[src/rtl/fifo_arb_pkg.sv]
// fifo_arb_pkg: shared types, default parameters and width helpers for the
// FIFO write-port arbiter and its round-robin picker.
package fifo_arb_pkg;

  typedef enum logic [0:0] {
    IDLE  = 1'b0,
    BURST = 1'b1
  } arb_state_e;

  // Default configuration of fifo_wr_arbiter.
  localparam int unsigned NumReqDef   = 4;
  localparam int unsigned DepthDef    = 16;
  localparam int unsigned DataWDef    = 8;
  localparam int unsigned MaxBurstDef = 4;

  // Credit counter must hold 0..DEPTH inclusive, hence the extra bit.
  function automatic int unsigned cred_width(input int unsigned depth);
    return $clog2(depth) + 1;
  endfunction

  // Keep ids at least one bit wide so a single-producer build still elaborates.
  function automatic int unsigned id_width(input int unsigned num_req);
    return (num_req > 1) ? $clog2(num_req) : 1;
  endfunction

  function automatic int unsigned burst_width(input int unsigned max_burst);
    return $clog2(max_burst) + 1;
  endfunction

  localparam int unsigned CredWDef  = cred_width(DepthDef);
  localparam int unsigned IdWDef    = id_width(NumReqDef);
  localparam int unsigned BurstWDef = burst_width(MaxBurstDef);

endpackage

[src/rtl/fifo_wr_arbiter_rr_pick.sv]
// rr_pick: combinational round-robin selector.
// Returns the first set bit of req at or after (last+1) mod N.
//   req  - request vector
//   last - index granted most recently
//   any  - at least one request is set
//   idx  - selected index (equals last when any=0)
module rr_pick #(
  parameter int unsigned N  = 4,
  parameter int unsigned IW = 2
) (
  input  logic [N-1:0]  req,
  input  logic [IW-1:0] last,
  output logic          any,
  output logic [IW-1:0] idx
);

  logic [IW-1:0] cand;

  always_comb begin
    any  = 1'b0;
    idx  = last;
    cand = last;
    // Walk the ring starting one past last; last itself is visited at k == N.
    for (int k = 1; k <= int'(N); k++) begin
      cand = IW'((int'(last) + k) % int'(N));
      if (!any && req[cand]) begin
        any = 1'b1;
        idx = cand;
      end
    end
  end

endmodule

[src/rtl/fifo_wr_arbiter.sv]
// fifo_wr_arbiter: shares the single write port of a synchronous FIFO among
// NUM_REQ producers with round-robin grants and bursts of at most MAX_BURST
// beats. FIFO occupancy is tracked locally with a credit counter so writes
// never depend on the FIFO's registered full flag.
//   clk, rst_n    - clock, asynchronous active-low reset
//   req_valid     - per-producer data valid
//   req_data      - producer i data at [i*DATA_W +: DATA_W]
//   req_ready     - per-producer accept (owner only, credits permitting)
//   fifo_pop      - FIFO consumer read strobe (the FIFO's rd_en)
//   fifo_wr_en    - FIFO write strobe
//   fifo_wr_data  - FIFO write data
//   grant_id      - current owner, meaningful while busy
//   busy          - a grant is held
//   credits       - free FIFO entries
//   pop_err       - sticky: pop seen while the FIFO was empty
module fifo_wr_arbiter
  import fifo_arb_pkg::*;
#(
  parameter int unsigned NUM_REQ   = NumReqDef,
  parameter int unsigned DEPTH     = DepthDef,
  parameter int unsigned DATA_W    = DataWDef,
  parameter int unsigned MAX_BURST = MaxBurstDef,
  localparam int unsigned IdW      = id_width(NUM_REQ),
  localparam int unsigned CredW    = cred_width(DEPTH),
  localparam int unsigned BurstW   = burst_width(MAX_BURST)
) (
  input  logic                      clk,
  input  logic                      rst_n,
  input  logic [NUM_REQ-1:0]        req_valid,
  input  logic [NUM_REQ*DATA_W-1:0] req_data,
  output logic [NUM_REQ-1:0]        req_ready,
  input  logic                      fifo_pop,
  output logic                      fifo_wr_en,
  output logic [DATA_W-1:0]         fifo_wr_data,
  output logic [IdW-1:0]            grant_id,
  output logic                      busy,
  output logic [CredW-1:0]          credits,
  output logic                      pop_err
);

  arb_state_e        state_q;
  logic [IdW-1:0]    grant_q;
  logic [IdW-1:0]    rr_q;
  logic              busy_q;
  logic              pop_err_q;
  logic [CredW-1:0]  credits_q;
  logic [CredW-1:0]  credits_d;
  logic [BurstW-1:0] burst_q;

  logic           pick_any;
  logic [IdW-1:0] pick_idx;
  logic           has_credit;
  logic           grant_valid;
  logic           beat;
  logic           pop_eff;
  logic           last_beat;

  rr_pick #(
    .N  (NUM_REQ),
    .IW (IdW)
  ) u_rr_pick (
    .req  (req_valid),
    .last (rr_q),
    .any  (pick_any),
    .idx  (pick_idx)
  );

  // Ready and write data are decoded from registered state only; req_valid
  // reaches fifo_wr_en but never req_ready.
  always_comb begin
    has_credit   = (credits_q != '0);
    grant_valid  = req_valid[grant_q];
    req_ready    = '0;
    fifo_wr_data = '0;
    if (state_q == BURST) begin
      for (int i = 0; i < int'(NUM_REQ); i++) begin
        if (grant_q == IdW'(i)) begin
          req_ready[i] = has_credit;
          fifo_wr_data = req_data[i*DATA_W +: DATA_W];
        end
      end
    end
    beat      = (state_q == BURST) && has_credit && grant_valid;
    // A pop against an already-empty FIFO returns no credit.
    pop_eff   = fifo_pop && (credits_q != CredW'(DEPTH));
    last_beat = beat && (burst_q == BurstW'(MAX_BURST - 1));

    credits_d = credits_q;
    if (beat && !pop_eff) begin
      credits_d = credits_q - CredW'(1);
    end else if (!beat && pop_eff) begin
      credits_d = credits_q + CredW'(1);
    end
  end

  always_ff @(posedge clk or negedge rst_n) begin
    if (!rst_n) begin
      state_q   <= IDLE;
      grant_q   <= '0;
      rr_q      <= IdW'(NUM_REQ - 1);
      busy_q    <= 1'b0;
      burst_q   <= '0;
      credits_q <= CredW'(DEPTH);
      pop_err_q <= 1'b0;
    end else begin
      credits_q <= credits_d;
      if (fifo_pop && !pop_eff) begin
        pop_err_q <= 1'b1;
      end
      unique case (state_q)
        IDLE: begin
          if (pick_any) begin
            grant_q <= pick_idx;
            busy_q  <= 1'b1;
            burst_q <= '0;
            state_q <= BURST;
          end
        end
        BURST: begin
          // Owner dropping valid releases the grant even while starved of credit.
          if (!grant_valid || last_beat) begin
            state_q <= IDLE;
            busy_q  <= 1'b0;
            rr_q    <= grant_q;
          end else if (beat) begin
            burst_q <= burst_q + BurstW'(1);
          end
        end
        default: state_q <= IDLE;
      endcase
    end
  end

  assign fifo_wr_en = beat;
  assign grant_id   = grant_q;
  assign busy       = busy_q;
  assign credits    = credits_q;
  assign pop_err    = pop_err_q;

endmodule

[config.mk]
export PLATFORM = sky130hd
export DESIGN_NAME = fifo_wr_arbiter
export DESIGN_NICKNAME = d
export VERILOG_FILES = /design/src/rtl/fifo_arb_pkg.sv /design/src/rtl/fifo_wr_arbiter_rr_pick.sv /design/src/rtl/fifo_wr_arbiter.sv
export SDC_FILE = /design/constraint.sdc
export NUM_CORES = 1
export LEC_CHECK = 0
export ABC_AREA = 0
export CORE_UTILIZATION = 40
export DETAILED_ROUTE_END_ITERATION = 12
export GPL_TIMING_DRIVEN = 0
export HOLD_SLACK_MARGIN = 0.15
export PLACE_DENSITY = 0.84
export SLEW_MARGIN = 25
export SYNTH_ARGS = -nofsm -noshare
export SYNTH_HDL_FRONTEND = slang
export SYNTH_SLANG_ARGS = --single-unit
[constraint.sdc]
create_clock -name clk -period 3.7 [get_ports clk]
set_input_delay 0.74 -clock clk [delete_from_list [all_inputs] [get_ports clk]]
set_output_delay 0.74 -clock clk [all_outputs]
set_load 0.005 [all_outputs]
==> results of run 1 <==
[layout by cell type (no fill, tap or decap), types with 3 or more instances in the layout]
| cell type | count |
|---|---|
| a21oi_1 | 8 |
| and2_1 | 8 |
| buf_2 | 4 |
| clkbuf_1 | 5 |
| clkbuf_4 | 3 |
| clkdlybuf4s50_1 | 60 |
| dfrtp_1 | 12 |
| dfstp_2 | 3 |
| ha_1 | 5 |
| inv_1 | 3 |
| mux2_1 | 4 |
| mux2i_1 | 5 |
| mux4_2 | 8 |
| nand2_1 | 9 |
| nand2b_1 | 4 |
| nor2_1 | 9 |
| o21ai_1 | 3 |
| xor2_1 | 5 |
[metrics by stage]
stage / utilization / area, µm² / power (W) / hold WS (ns)
3_5_place_dp: 0.661 / 1890 / 0.00136 / 0.456
3_3_place_gp: 0.661 / 1890 / 0.00133 / 0.454
5_1_grt: 0.671 / 1910 / 0.00158 / 0.506
2_1_floorplan: - / 1250 / 0.000953 / 0.444
4_1_cts: 0.671 / 1910 / 0.00147 / 0.482
6_report: 0.671 / 1910 / 0.00146 / 0.479
[registers in the layout, summed over array words and instances (netlist names)]
| name | flops |
|---|---|
| burst_q | 3 |
| credits | 5 |
| busy | 1 |
| pop_err | 1 |
| grant_id | 2 |
| rr_q | 2 |
| state_q | 1 |
[metal layers]
layer / part of all wire / vias to the layer above / GRT usage
met5: 0 / - / 0
met4: 0.013 / 0 / 0.0612
met3: 0.13 / 5 / 0.0513
met2: 0.45 / 66 / 0.348
met1: 0.41 / 586 / 0.265
li1: - / 575 / -
[how the worst min path moves through the flow]
stage,end,depth (start not counted)
2_1_floorplan,burst_q[0],0
3_3_place_gp,pop_err,1
3_5_place_dp,pop_err,1
4_1_cts,pop_err,1
5_1_grt,pop_err,1
6_report,pop_err,1
[worst max-delay path, cell delays in order]
cell             delay, ns
clkdlybuf4s50_1       0.48
mux2_1                0.33
mux2i_1               0.22
nor2_1                0.12
ha_1                  0.22
clkbuf_1              0.20
xor2_1                0.19
ha_1                  0.24
a21oi_1               0.19
xor2_1                0.17
nor2_1                0.07
xor2_1                0.15
[power groups by stage]
stage	sequential [W]	combinational (W)	clock, W
finish	0.000337	0.00103	0.0000986
global route	0.000350	0.00112	0.000109
CTS	0.000336	0.00103	0.000100
detailed placement	0.000338	0.00102	0
global placement	0.000333	0.000994	0
floorplan	0.000328	0.000625	0
[final cells by class]
class,instances,area (µm²)
Tap cell,31,38.8
Timing Repair Buffer,60,601
Inverter,3,11.3
Buffer,10,50.0
Clock buffer,4,26.3
Multi-Input combinational cell,96,807
Fill cell,230,940
Sequential cell,15,379
[cell families after synthesis]
kind of cell | count (synthesis) | synth area share
buf+inv | 13 | 0.0491
flops | 15 | 0.304
compound gates | 25 | 0.138
xor+xnor | 7 | 0.0491
fa+ha+maj | 5 | 0.0502
mux | 18 | 0.230
simple gates | 41 | 0.180
==> metrics, run 1 <==
Boundary Pins 61; DIE AREA between 3000 and 4000 µm²; PwrDens 764 nW/µm²; Setup WS pre-CTS 0.311 ns; register bit total from synthesis 15; setup_tns 0 ns; Final Instance Count excl. Fillers between 200 and 250; switching power 0.000572 W; Final Max Slew Viols 0; Worst Clk Skew 0.00172 ns; Fin. Hold Viols 0; quantity of I/O buffers inserted on ports 60; crit end category register; asr flop ratio synth 1.00; via count 1232; number of max-cap violations 0; Post-Synthesis Cells 124; worst-path fanout max 8; Leakage 0.791 nW; final setup margin around 0.55 ns; Worst R2R Path Depth 12; average routed wire per standard cell roughly 15 µm; critical path class in -> reg; vias in the first global route 1140; register area share after synthesis 0.304; Pint 0.000890 W; crit path to credits[2]; Max VDD drop 0.460 mV; min-delay worst type reg -> reg; Worst Tran Pin Value 0.701 ns; Initial Util 0.437; Post-synth EDFFs 0; DRC errors left 10; die height approximately 58 µm; CP arrival 3.32 ns; Yosys top cell by area dfrtp_1; post_cts resized 0; Die X 57.8 µm; HP Start pop_err; clock buffer depth 2; syn_nets 168; post-synth top area share 0.241; Max Freq 318 MHz; FF-to-FF setup slack 0.74 ns; Post-synth top cells dfrtp_1, nand2_1, nor2_1; DRT iter0 DRCs 69; clk sinks 15; CTS tree built; crit path launch type primary input; drt first pass iters 8; Nets 233; number of CTS-inserted buffers 3; Critical Path RT 3.87 ns; Max transition margin 0.531; Clk pin slew, worst setup/hold paths 0.09 ns; status finished, violations left; Hold-fix buffers, CTS 0; sw frac 0.392; H-tree lvl count 1; GPL Wtd Cong 0.855; # rows 19; global-route wire length before repair between 5 and 6 mm; most common cell in the netlist dfrtp_1; worst skew pair latency between 0.2 and 0.3 ns; failing checks DRC; final worst path period need between 3 and 4 ns; Setup violations, final 0; gr ovfl total 0; CORE AREA about 2900 µm²; # diodes 0; vias per cell 5.63; combinational share of power 0.702; dpl cells 215; library cells used by synthesis 37; worst r2r src credits[1]; final wirelength 3.37 mm; area delta synth->final 53.4%; worst reg2reg endpoint credits[2]; Clk Tree Root Cell clkbuf_4; Warnings, synthesis 0; GRT Resource Usage Total 0.207; Crit. Startpoint req_valid[1]; Sequential Power Share 0.231; pin count of the biggest net entering global routing 16; ANT nets after route 0; initial antenna violation count 0; Clock power frac 0.067; dominant cells by area after synthesis dfrtp_1, mux4_2, dfstp_2, ha_1, and2_1; RSZ-0062 raised after global routing false; Post-synth top flop dfrtp_1; fin crit share 0.850; synthesized area 1250 µm²; post-CTS setup buffers 0; Mapped Avg Cell Area 10.1 µm²; ratio of cells with drive above 1 in the final layout 0.122; dpl hpwl 2.63 mm
Power figures use the tool's default switching activity.
==> inputs of run 2 (changes only) <==
--- a/config.mk
+++ b/config.mk
@@ -11,7 +11,6 @@
 export GPL_TIMING_DRIVEN = 0
 export HOLD_SLACK_MARGIN = 0.15
 export PLACE_DENSITY = 0.84
-export SLEW_MARGIN = 25
 export SYNTH_ARGS = -nofsm -noshare
 export SYNTH_HDL_FRONTEND = slang
 export SYNTH_SLANG_ARGS = --single-unit
==> results of run 2 <==
No change in the layout: final DEF, timing and power equal those of run 1.
==> inputs of run 3 (changes only) <==
--- a/config.mk
+++ b/config.mk
@@ -6,11 +6,12 @@
 export NUM_CORES = 1
 export LEC_CHECK = 0
 export ABC_AREA = 0
-export CORE_UTILIZATION = 40
+export CORE_UTILIZATION = 50
 export DETAILED_ROUTE_END_ITERATION = 12
+export DONT_BUFFER_PORTS = 1
 export GPL_TIMING_DRIVEN = 0
 export HOLD_SLACK_MARGIN = 0.15
-export PLACE_DENSITY = 0.84
+export PLACE_DENSITY_LB_ADDON = 0.15
 export SYNTH_ARGS = -nofsm -noshare
 export SYNTH_HDL_FRONTEND = slang
 export SYNTH_SLANG_ARGS = --single-unit
==> run 3 against run 2 <==
Compared with the run above: worst setup slack better by 0.23 ns; wire length decreased by 18%; fmax increased by 7.9%; final area down 31%; the run now ends clean; register-to-register slack improved by 0.04 ns; critical endpoint unchanged; non-clock buffer count shrank 59; sequential share of layout area increased by 8.9 points; first-iteration DRC count decreased by 86%; combinational power is 29% lower; core utilization fell by 9.1 points; highest routed layer unchanged; cell count fell by 28%; clock power is 4.8% lower; largest power group unchanged.
==> metrics, run 3 (synthesis gave the netlist of run 1 again) <==
Critical path buffers and inverters 2 (unchanged); drt first pass iters 2 (-6); Max Freq 343 MHz (+7.9%); critical path class reg -> reg; GRT Resource Usage Total 0.221 (+0.0134); most common cell after layout, fill and taps aside dfrtp_1; DRT iter0 DRCs 10 (-86%); min-delay worst type in -> async; Crit-path slowest cell or4_4; number of max-cap violations 0 (unchanged); Pwr Total 0.00117 W (-20%); Fin. Hold Viols 0 (unchanged); Hold Worst Slack 0.286 ns (-0.194 ns); Critical Path RT 3.87 ns (about the same); Clk pin slew, worst setup/hold paths 0.09 ns (about the same); DIE AREA 2700 µm² (-19%); Worst Clk Skew 0.00454 ns (+0.00282 ns); Max VDD drop 0.569 mV (+24%); # diodes 0 (unchanged); final setup margin 0.784 ns (+0.230 ns); setup_tns 0 ns (unchanged); initial antenna violation count 0 (unchanged); placed cell areas 1280 µm² (-32%); fin crit share 0.788 (-0.0623); H-tree lvl count 1 (unchanged); DRC errors left 0 (-10); crit end category register; number of CTS-inserted buffers 3 (unchanged); leading cell types in the layout, fill and taps excluded dfrtp_1, nor2_1, nand2_1; clk sinks 15 (unchanged); final wirelength 2.75 mm (-18%); RSZ-0062 raised after global routing false; final instance area 1320 µm² (-31%); # rows 17 (-2); Nets 174 (-25%); Crit. Startpoint credits[1]; worst r2r src credits[1]; CP arrival 3.08 ns (-0.24 ns); Setup WS pre-CTS 0.776 ns (+0.464 ns); Die X 52.0 µm (-10%); Clk Tree Root Cell clkbuf_4; quantity of I/O buffers inserted on ports 0 (-100%); Max transition margin 0.613 (+0.0824); worst-path fanout max 8 (unchanged); average routed wire per standard cell 17.5 µm (+14%); Largest register FFs 5 (unchanged); Setup violations, final 0 (unchanged); dpl hpwl 2.19 mm (-17%); PwrDens 885 nW/µm² (+16%); worst skew pair latency 0.28 ns (about the same); area delta synth->final 5.82%; post-CTS setup buffers 0 (unchanged); global-route wire length before repair 4.31 mm (-19%); CTS tree built; clock buffer depth 2 (unchanged); Boundary Pins 61 (unchanged); via count 975 (-21%); crit-path most repeated cell xor2_1; CORE AREA 2280 µm² (-20%); Leakage 0.567 nW (-28%); vias per cell 6.21 (+10%); Worst Tran Pin Value 0.578 ns (-0.123 ns); final worst path period need 2.92 ns (-0.230 ns); gr ovfl total 0 (unchanged); ratio of cells with drive above 1 in the final layout 0.186 (+0.0637); Cell Chain, Critical Path buf_6 -> or4_4 -> o21ai_1 -> nor2_1 -> ha_1 -> clkbuf_1 -> xor2_1 -> ha_1 -> a21oi_1 -> xor2_1 -> nor2_1 -> xor2_1; vias in the first global route 992 (-13%); crit-path max cell delay 0.54 ns (+0.06 ns); Final Max Slew Viols 0 (unchanged); pin count of the biggest net entering global routing 13 (-3); crit path launch type register; FF-to-FF setup slack 0.78 ns (+0.04 ns); Initial Util 0.548 (+0.111); status completed; ANT nets after route 0 (unchanged); GPL Wtd Cong 0.871 (+1.9%); die height 52.0 µm (-10%); CP top delay family simple AND/OR/NAND/NOR gates
run 3: cell types whose count changed in the layout (fill, tap and decap cells not counted), sizes merged:
cell	before	now
clkbuf	8	7
clkdlybuf4s50	60	0
clkinv	0	1
dlygate4sd3	0	1
run 3: worst register-to-register path: cells and delay by family (launching register included):
family	cells	cell delay, ns
xor+xnor	3	0.49
simple gates	3	0.74
flops	1	0.42
buf+inv	2	0.34
compound gates	2	0.35
fa+ha+maj	2	0.45
run 3: area by class of cell:
cell class	instances	area [µm²]
fillers	214	956
multi-input cells	96	807
flip-flops and latches	15	379
plain buffers	10	50.0
well taps	28	35.0
clock buffers	3	22.5
inverters	3	11.3
repair buffers	1	10.0
clock inverters	1	5.00
run 3: worst paths after layout:
path                               to  cells after the start
hold / removal                rr_q[0]                      0
hold reg to reg               pop_err                      1
min in group clk              pop_err                      1
setup / recovery           credits[2]                     12
setup reg to reg           credits[2]                     12
max in group asynchronous  burst_q[1]                      1
run 3: what timing repair did:
item                                    in CTS  in global routing
hold buffers                                 1                  0
hold endpoints to repair                    12                  0
resized for setup                            0                  0
endpoints found under the setup margin       0                  0
run 3: power breakdown:
part           switching [W]  internal [W]
combinational       0.000370      0.000357
clock              0.0000538     0.0000401
sequential         0.0000870      0.000259
run 3: metrics by stage:
step,utilization,std cells
global placement,0.563,152
finish,0.580,157
floorplan,-,124
detailed placement,0.563,152
CTS,0.580,157
global route,0.580,157
run 3: per-layer routing:
metal | track usage | vias up | routed length (µm)
met5 | 0 | - | 0
met4 | 0.104 | 0 | 17
met3 | 0.0292 | 2 | 211
met2 | 0.432 | 40 | 1500
met1 | 0.224 | 476 | 1020
li1 | - | 457 | -
==> variant 1, RTL diff (flow settings as in run 1) <==
Make the reset (`rst_n`) synchronous in one clocked block. Comments in the files are not updated.
--- a/src/rtl/fifo_wr_arbiter.sv
+++ b/src/rtl/fifo_wr_arbiter.sv
@@ -94,5 +94,5 @@
   end
 
-  always_ff @(posedge clk or negedge rst_n) begin
+  always_ff @(posedge clk) begin
     if (!rst_n) begin
       state_q   <= IDLE;
Behaviour: differs if rst_n is asserted again (counterexample within 4 cycles, from zero or initial values and one cycle with rst_n low); with rst_n held inactive, the same outputs for 10 cycles.
==> variant 1 against run 1 <==
The run still ends with design-rule violations left. Worst setup slack got worse by 0.29 ns. Die area is 1.5% lower. Synthesized area is 1.5% lower. Critical path depth did not move. Routed wire length decreased by 1.4%. Design area shrank 0.98%. Non-clock buffer count decreased by 1. Sequential cell count unchanged. Highest routed layer unchanged.
Power is not compared: it rests on default switching activity, and its combinational part moved more than twofold at a synthesized area within 25%.
==> variant 1: results (changes against run 1) <==
- Dominant synthesized flop cell: dfxtp_1
- Netlist cell types: 37 (unchanged)
- Net count after synthesis: 180 (+7.1%)
- DP Cell Count: 227 (+5.6%)
- Violated checks: design-rule violations
- Post-layout nets: 245 (+5.2%)
- Tot GR Track Use: 21.3% (+0.55 points)
- Top cells by count, synth: dfxtp_1 (15), nor2_1 (15), nand2_1 (10), mux4_2 (9), o21ai_0 (9)
- Global-route wire length before repair: 5440 um (+3.0%)
- Status: complete, but fails checks
- Vias in the first global route: 1217 (+6.8%)
- Routed WL: 3320 um (-1.4%)
- Bufs on Longest Clock Path: 2 (unchanged)
- Seq/Total Area, Yosys: 24.4% (-6.0 points)
- Via density: 5.42 (-3.6%)
- Synth area leaders: dfxtp_1 (24%), mux4_2 (16%), mux2i_1 (5.7%)
- Pin count of the biggest net entering global routing: 11 (-5)
- Post-DR wirelength/cell: 14.4 um (-6.5%)
- # fillers: 228 (-0.87%)
- Skew final: 0.00439 ns (+0.00267 ns)
- Number of gates resized after cts: 0 (unchanged)
- Largest register FFs: 5 (unchanged)
- Mapped Cells: 136 (+9.7%)
- Residual DRC count: 10 (unchanged)
- YS warnings: 0 (unchanged)
- DR iter-0 viols: 49 (-29%)
- Root buf cell: clkbuf_4
- GPL Wtd Cong: 0.774 (-9.5%)
- Peak VDD IR: 299 uV
- Hold path depth: 2 (+1)
- Share of cells above drive strength 1: 13.0% (+0.77 points)
- CP arrival: 3.61 ns (+0.29 ns)
- DP Wirelength: 2690 um (+2.4%)
- Worst R2R Path Depth: 12 (unchanged)
- Synth async-reset ratio: 0% (-100 points)
- Max_slew headroom: 63.1% (+10 points)
==> variant 1: per-layer routing <==
| layer | track usage (%) | share of wire [%] | routed length [um] |
|---|---|---|---|
| met1 | 23.4 | 38 | 1270 |
| met2 | 39.9 | 51 | 1680 |
| met3 | 4.08 | 10 | 337 |
| met4 | 8.01 | 0.93 | 31 |
| met5 | 0 | 0 | 0 |
==> variant 1: cell type report <==
cell class | count | share of cell area (%)
Tap cell | 31 | 2.05
Clock buffer | 4 | 1.39
Sequential cell | 15 | 15.9
Buffer | 9 | 3.70
Timing Repair Buffer | 60 | 31.7
Inverter | 6 | 1.19
Multi-Input combinational cell | 106 | 44.1
==> variant 1: worst paths after layout <==
kind | start | to | slack, ns
hold / removal | burst_q[2]$_SDFFE_PN0P_ | burst_q[2]$_SDFFE_PN0P_ | 0.48
setup / recovery | req_valid[1] | credits[4]$_SDFFE_PN1P_ | 0.26
setup reg to reg | credits[1]$_SDFFE_PN0P_ | credits[4]$_SDFFE_PN1P_ | 0.51
hold reg to reg | burst_q[2]$_SDFFE_PN0P_ | burst_q[2]$_SDFFE_PN0P_ | 0.48
==> variant 1: logic make-up (layout without fill, tap and decap cells) <==
family | after synthesis | in the layout | share of synthesized area [%]
multiplexers | 17 | 17 | 23.1
adder cells (fa/ha/maj) | 5 | 5 | 5.09
buffers and inverters | 15 | 79 | 7.53
AO/OA/AOI/OAI | 24 | 24 | 12.7
XOR/XNOR | 3 | 3 | 2.14
AND/OR/NAND/NOR | 57 | 57 | 25.0
flip-flops | 15 | 15 | 24.4
==> variant 1: worst max-delay path, cell delays in order <==
cell and delay (ns):
clkdlybuf4s50_1 0.58, mux4_2 0.28, inv_1 0.07, nor2_1 0.26, ha_1 0.20, clkbuf_1 0.29
xor2_1 0.23, ha_1 0.21, and3b_1 0.15, o21ai_0 0.07, a31oi_1 0.19, mux2_2 0.35
==> variant 1: power breakdown <==
part	internal (mW)	leakage (nW)	switching [mW]	total, mW
logic	0.239	0.602	0.169	0.408
clock network	0.0418	0.0150	0.0492	0.0910
registers	0.191	0.123	0.0336	0.225
==> variant 1: metrics by stage <==
step | area (um2) | util (%) | setup WS [ns] | hold slack (ns)
after detailed placement | 1870 | 66.0 | 0.00709 | 0.472
after floorplan | 1230 | - | 0.834 | 0.447
final | 1890 | 67.0 | 0.260 | 0.483
after global placement | 1870 | 66.0 | 0.161 | 0.455
after global routing | 1890 | 67.0 | 0.107 | 0.516
after CTS | 1890 | 67.0 | 0.290 | 0.490
==> variant 2, RTL diff (flow settings as in run 1) <==
Without the edit above. The package constant `NumReqDef` goes from 4 to 5.
--- a/src/rtl/fifo_arb_pkg.sv
+++ b/src/rtl/fifo_arb_pkg.sv
@@ -9,5 +9,5 @@
 
   // Default configuration of fifo_wr_arbiter.
-  localparam int unsigned NumReqDef   = 4;
+  localparam int unsigned NumReqDef   = 5;
   localparam int unsigned DepthDef    = 16;
   localparam int unsigned DataWDef    = 8;
Ports: changed (resized grant_id, req_data, req_ready and req_valid); port bits go from 61 to 72. The function was not compared with the original's and may differ.
==> variant 2 against run 1 <==
Worst setup slack got worse by 0.55 ns. Design area rose to 2.5 times the old value. Global-route usage increased by 3.7 points. Routed wire length increased to 3.3 times the old value. Synthesized area grew to 2.6 times the old value. Sequential cell count rose by 2. Largest cell class unchanged.
Power is left out: the tool's default activity adds up to more than one toggle a clock period on the data nets, which glitch-free logic cannot reach.
==> variant 2: results (changes against run 1) <==
- YS warnings: 0 (unchanged)
- Via density: 6.24 (+11%)
- Largest register FFs: 5 (unchanged)
- Crit-path leading delay family: compound AO/OA/AOI/OAI gates
- Skew final: 0.00156 ns (-0.000160 ns)
- Seq/Total Area, Yosys: 13.2% (-17 points)
- Synth area leaders: dfrtp_1 (12%), ha_1 (12%), mux4_2 (6.2%)
- Worst path max stage delay: ~0.49 ns
- Min-delay src: pop_err$_DFFE_PN0P_
- DP Wirelength: 7810 um (+200%)
- Initial antenna violation count: 0 (unchanged)
- Post-Syn Area per Cell: 8.29 um2 (-18%)
- GPL Wtd Cong: 0.954 (+12%)
- Dominant synthesized flop cell: dfrtp_1
- Inserted Clock Buffers: 3 (unchanged)
- Place WS: -0.518 ns (-0.830 ns)
- CP Max Fanout: 6 (-2)
- Root buf cell: clkbuf_8
- WS Path Type: reg -> reg
- Bufs on Longest Clock Path: 2 (unchanged)
- Post-layout nets: 580 (+150%)
- Vias in the first global route: 3453 (+200%)
- Global-route wire length before repair: 16800 um (+220%)
- Ant diodes: 0 (unchanged)
- # fillers: 633 (+180%)
- Vias: 3755 (+200%)
- Top cells by count, synth: nand2_1 (32), ha_1 (30), inv_1 (28), o21ai_0 (25), nor2_1 (23)
- Worst slew pin tran: 0.713 ns (+0.0114 ns)
- Pin count of the biggest net entering global routing: 18 (+2)
- Buffers added on ports: 70 (+17%)
- DR iter-0 viols: 297 (+330%)
- Hold Crit Class: reg -> reg
- Net count after synthesis: 471 (+180%)
- Clk slew on worst S/H paths: 0.07 ns (-0.02 ns)
- Synth async-reset ratio: 100% (unchanged)
- Share of cells above drive strength 1: 27.6% (+15 points)
- DR pass1 iterations: 5 (-3)
- CTS HTree Levels: 1 (unchanged)
- Crit-path slowest cell: dfrtp_2
- RR Startpoint: rr_q[0]$_DFFE_PN0P_
- Status: finished, final reports clean
- Tot GR Track Use: 24.4% (+3.7 points)
- DP Cell Count: 564 (+160%)
- Routed WL: 11000 um (+230%)
- Netlist cell types: 87 (+140%)
- Worst-skew pair later-pin latency: 0.26 ns (-0.03 ns)
-- variant 2: cells by family (layout without fill, tap and decap cells) --
kind of cell | count (synthesis) | after routing | share of synthesized area, %
compound gates | 130 | 131 | 30.7
buf+inv | 51 | 158 | 6.20
mux | 33 | 33 | 14.4
simple gates | 115 | 115 | 18.5
fa+ha+maj | 31 | 31 | 12.2
xor+xnor | 15 | 15 | 4.85
flops | 17 | 17 | 13.2
-- variant 2: what timing repair did --
item / in CTS / in global routing
endpoints found under the setup margin: 15 / 15
setup buffers: 14 / 22
gates resized for setup: 25 / 51
gates cloned: 1 / 0
pin swaps: 11 / 18
-- variant 2: path summary, 6_finish.rpt --
kind	end	slack (ns)	cells past startpoint
max in group asynchronous	rr_q[1]$_DFFE_PN0P_	2.30	1
setup / recovery	grant_id[0]$_DFFE_PN0P_	0.001	16
hold / removal	pop_err$_DFFE_PN0P_	0.51	1
min in group asynchronous	state_q$_DFF_PN0_	0.90	1
hold reg to reg	pop_err$_DFFE_PN0P_	0.51	1
setup reg to reg	grant_id[0]$_DFFE_PN0P_	0.001	16
-- variant 2: area by class of cell --
cell class / instances / share of cell area (%)
tap: 102 / 2.65
clock inverter: 1 / 0.156
buffer: 16 / 1.98
timing repair buffer: 106 / 20.9
sequential: 17 / 8.94
multi-input combinational: 325 / 61.6
clock buffer: 3 / 0.858
inverter: 32 / 2.86
-- variant 2: per-stage QoR --
step	cell area, um2	hold WS (ns)	util (%)
final	4810	0.506	61.7
after global routing	4810	0.521	61.7
after CTS	4400	0.512	56.4
after detailed placement	4130	0.497	52.8
after global placement	4130	0.453	52.8
after floorplan	3300	0.444	-
-- variant 2: layer usage --
metal / global-route usage (%) / wire length [um]
met5: 0 / 0
met4: 7.68 / 250
met2: 41.5 / 5600
met3: 2.07 / 613
met1: 32.5 / 4500
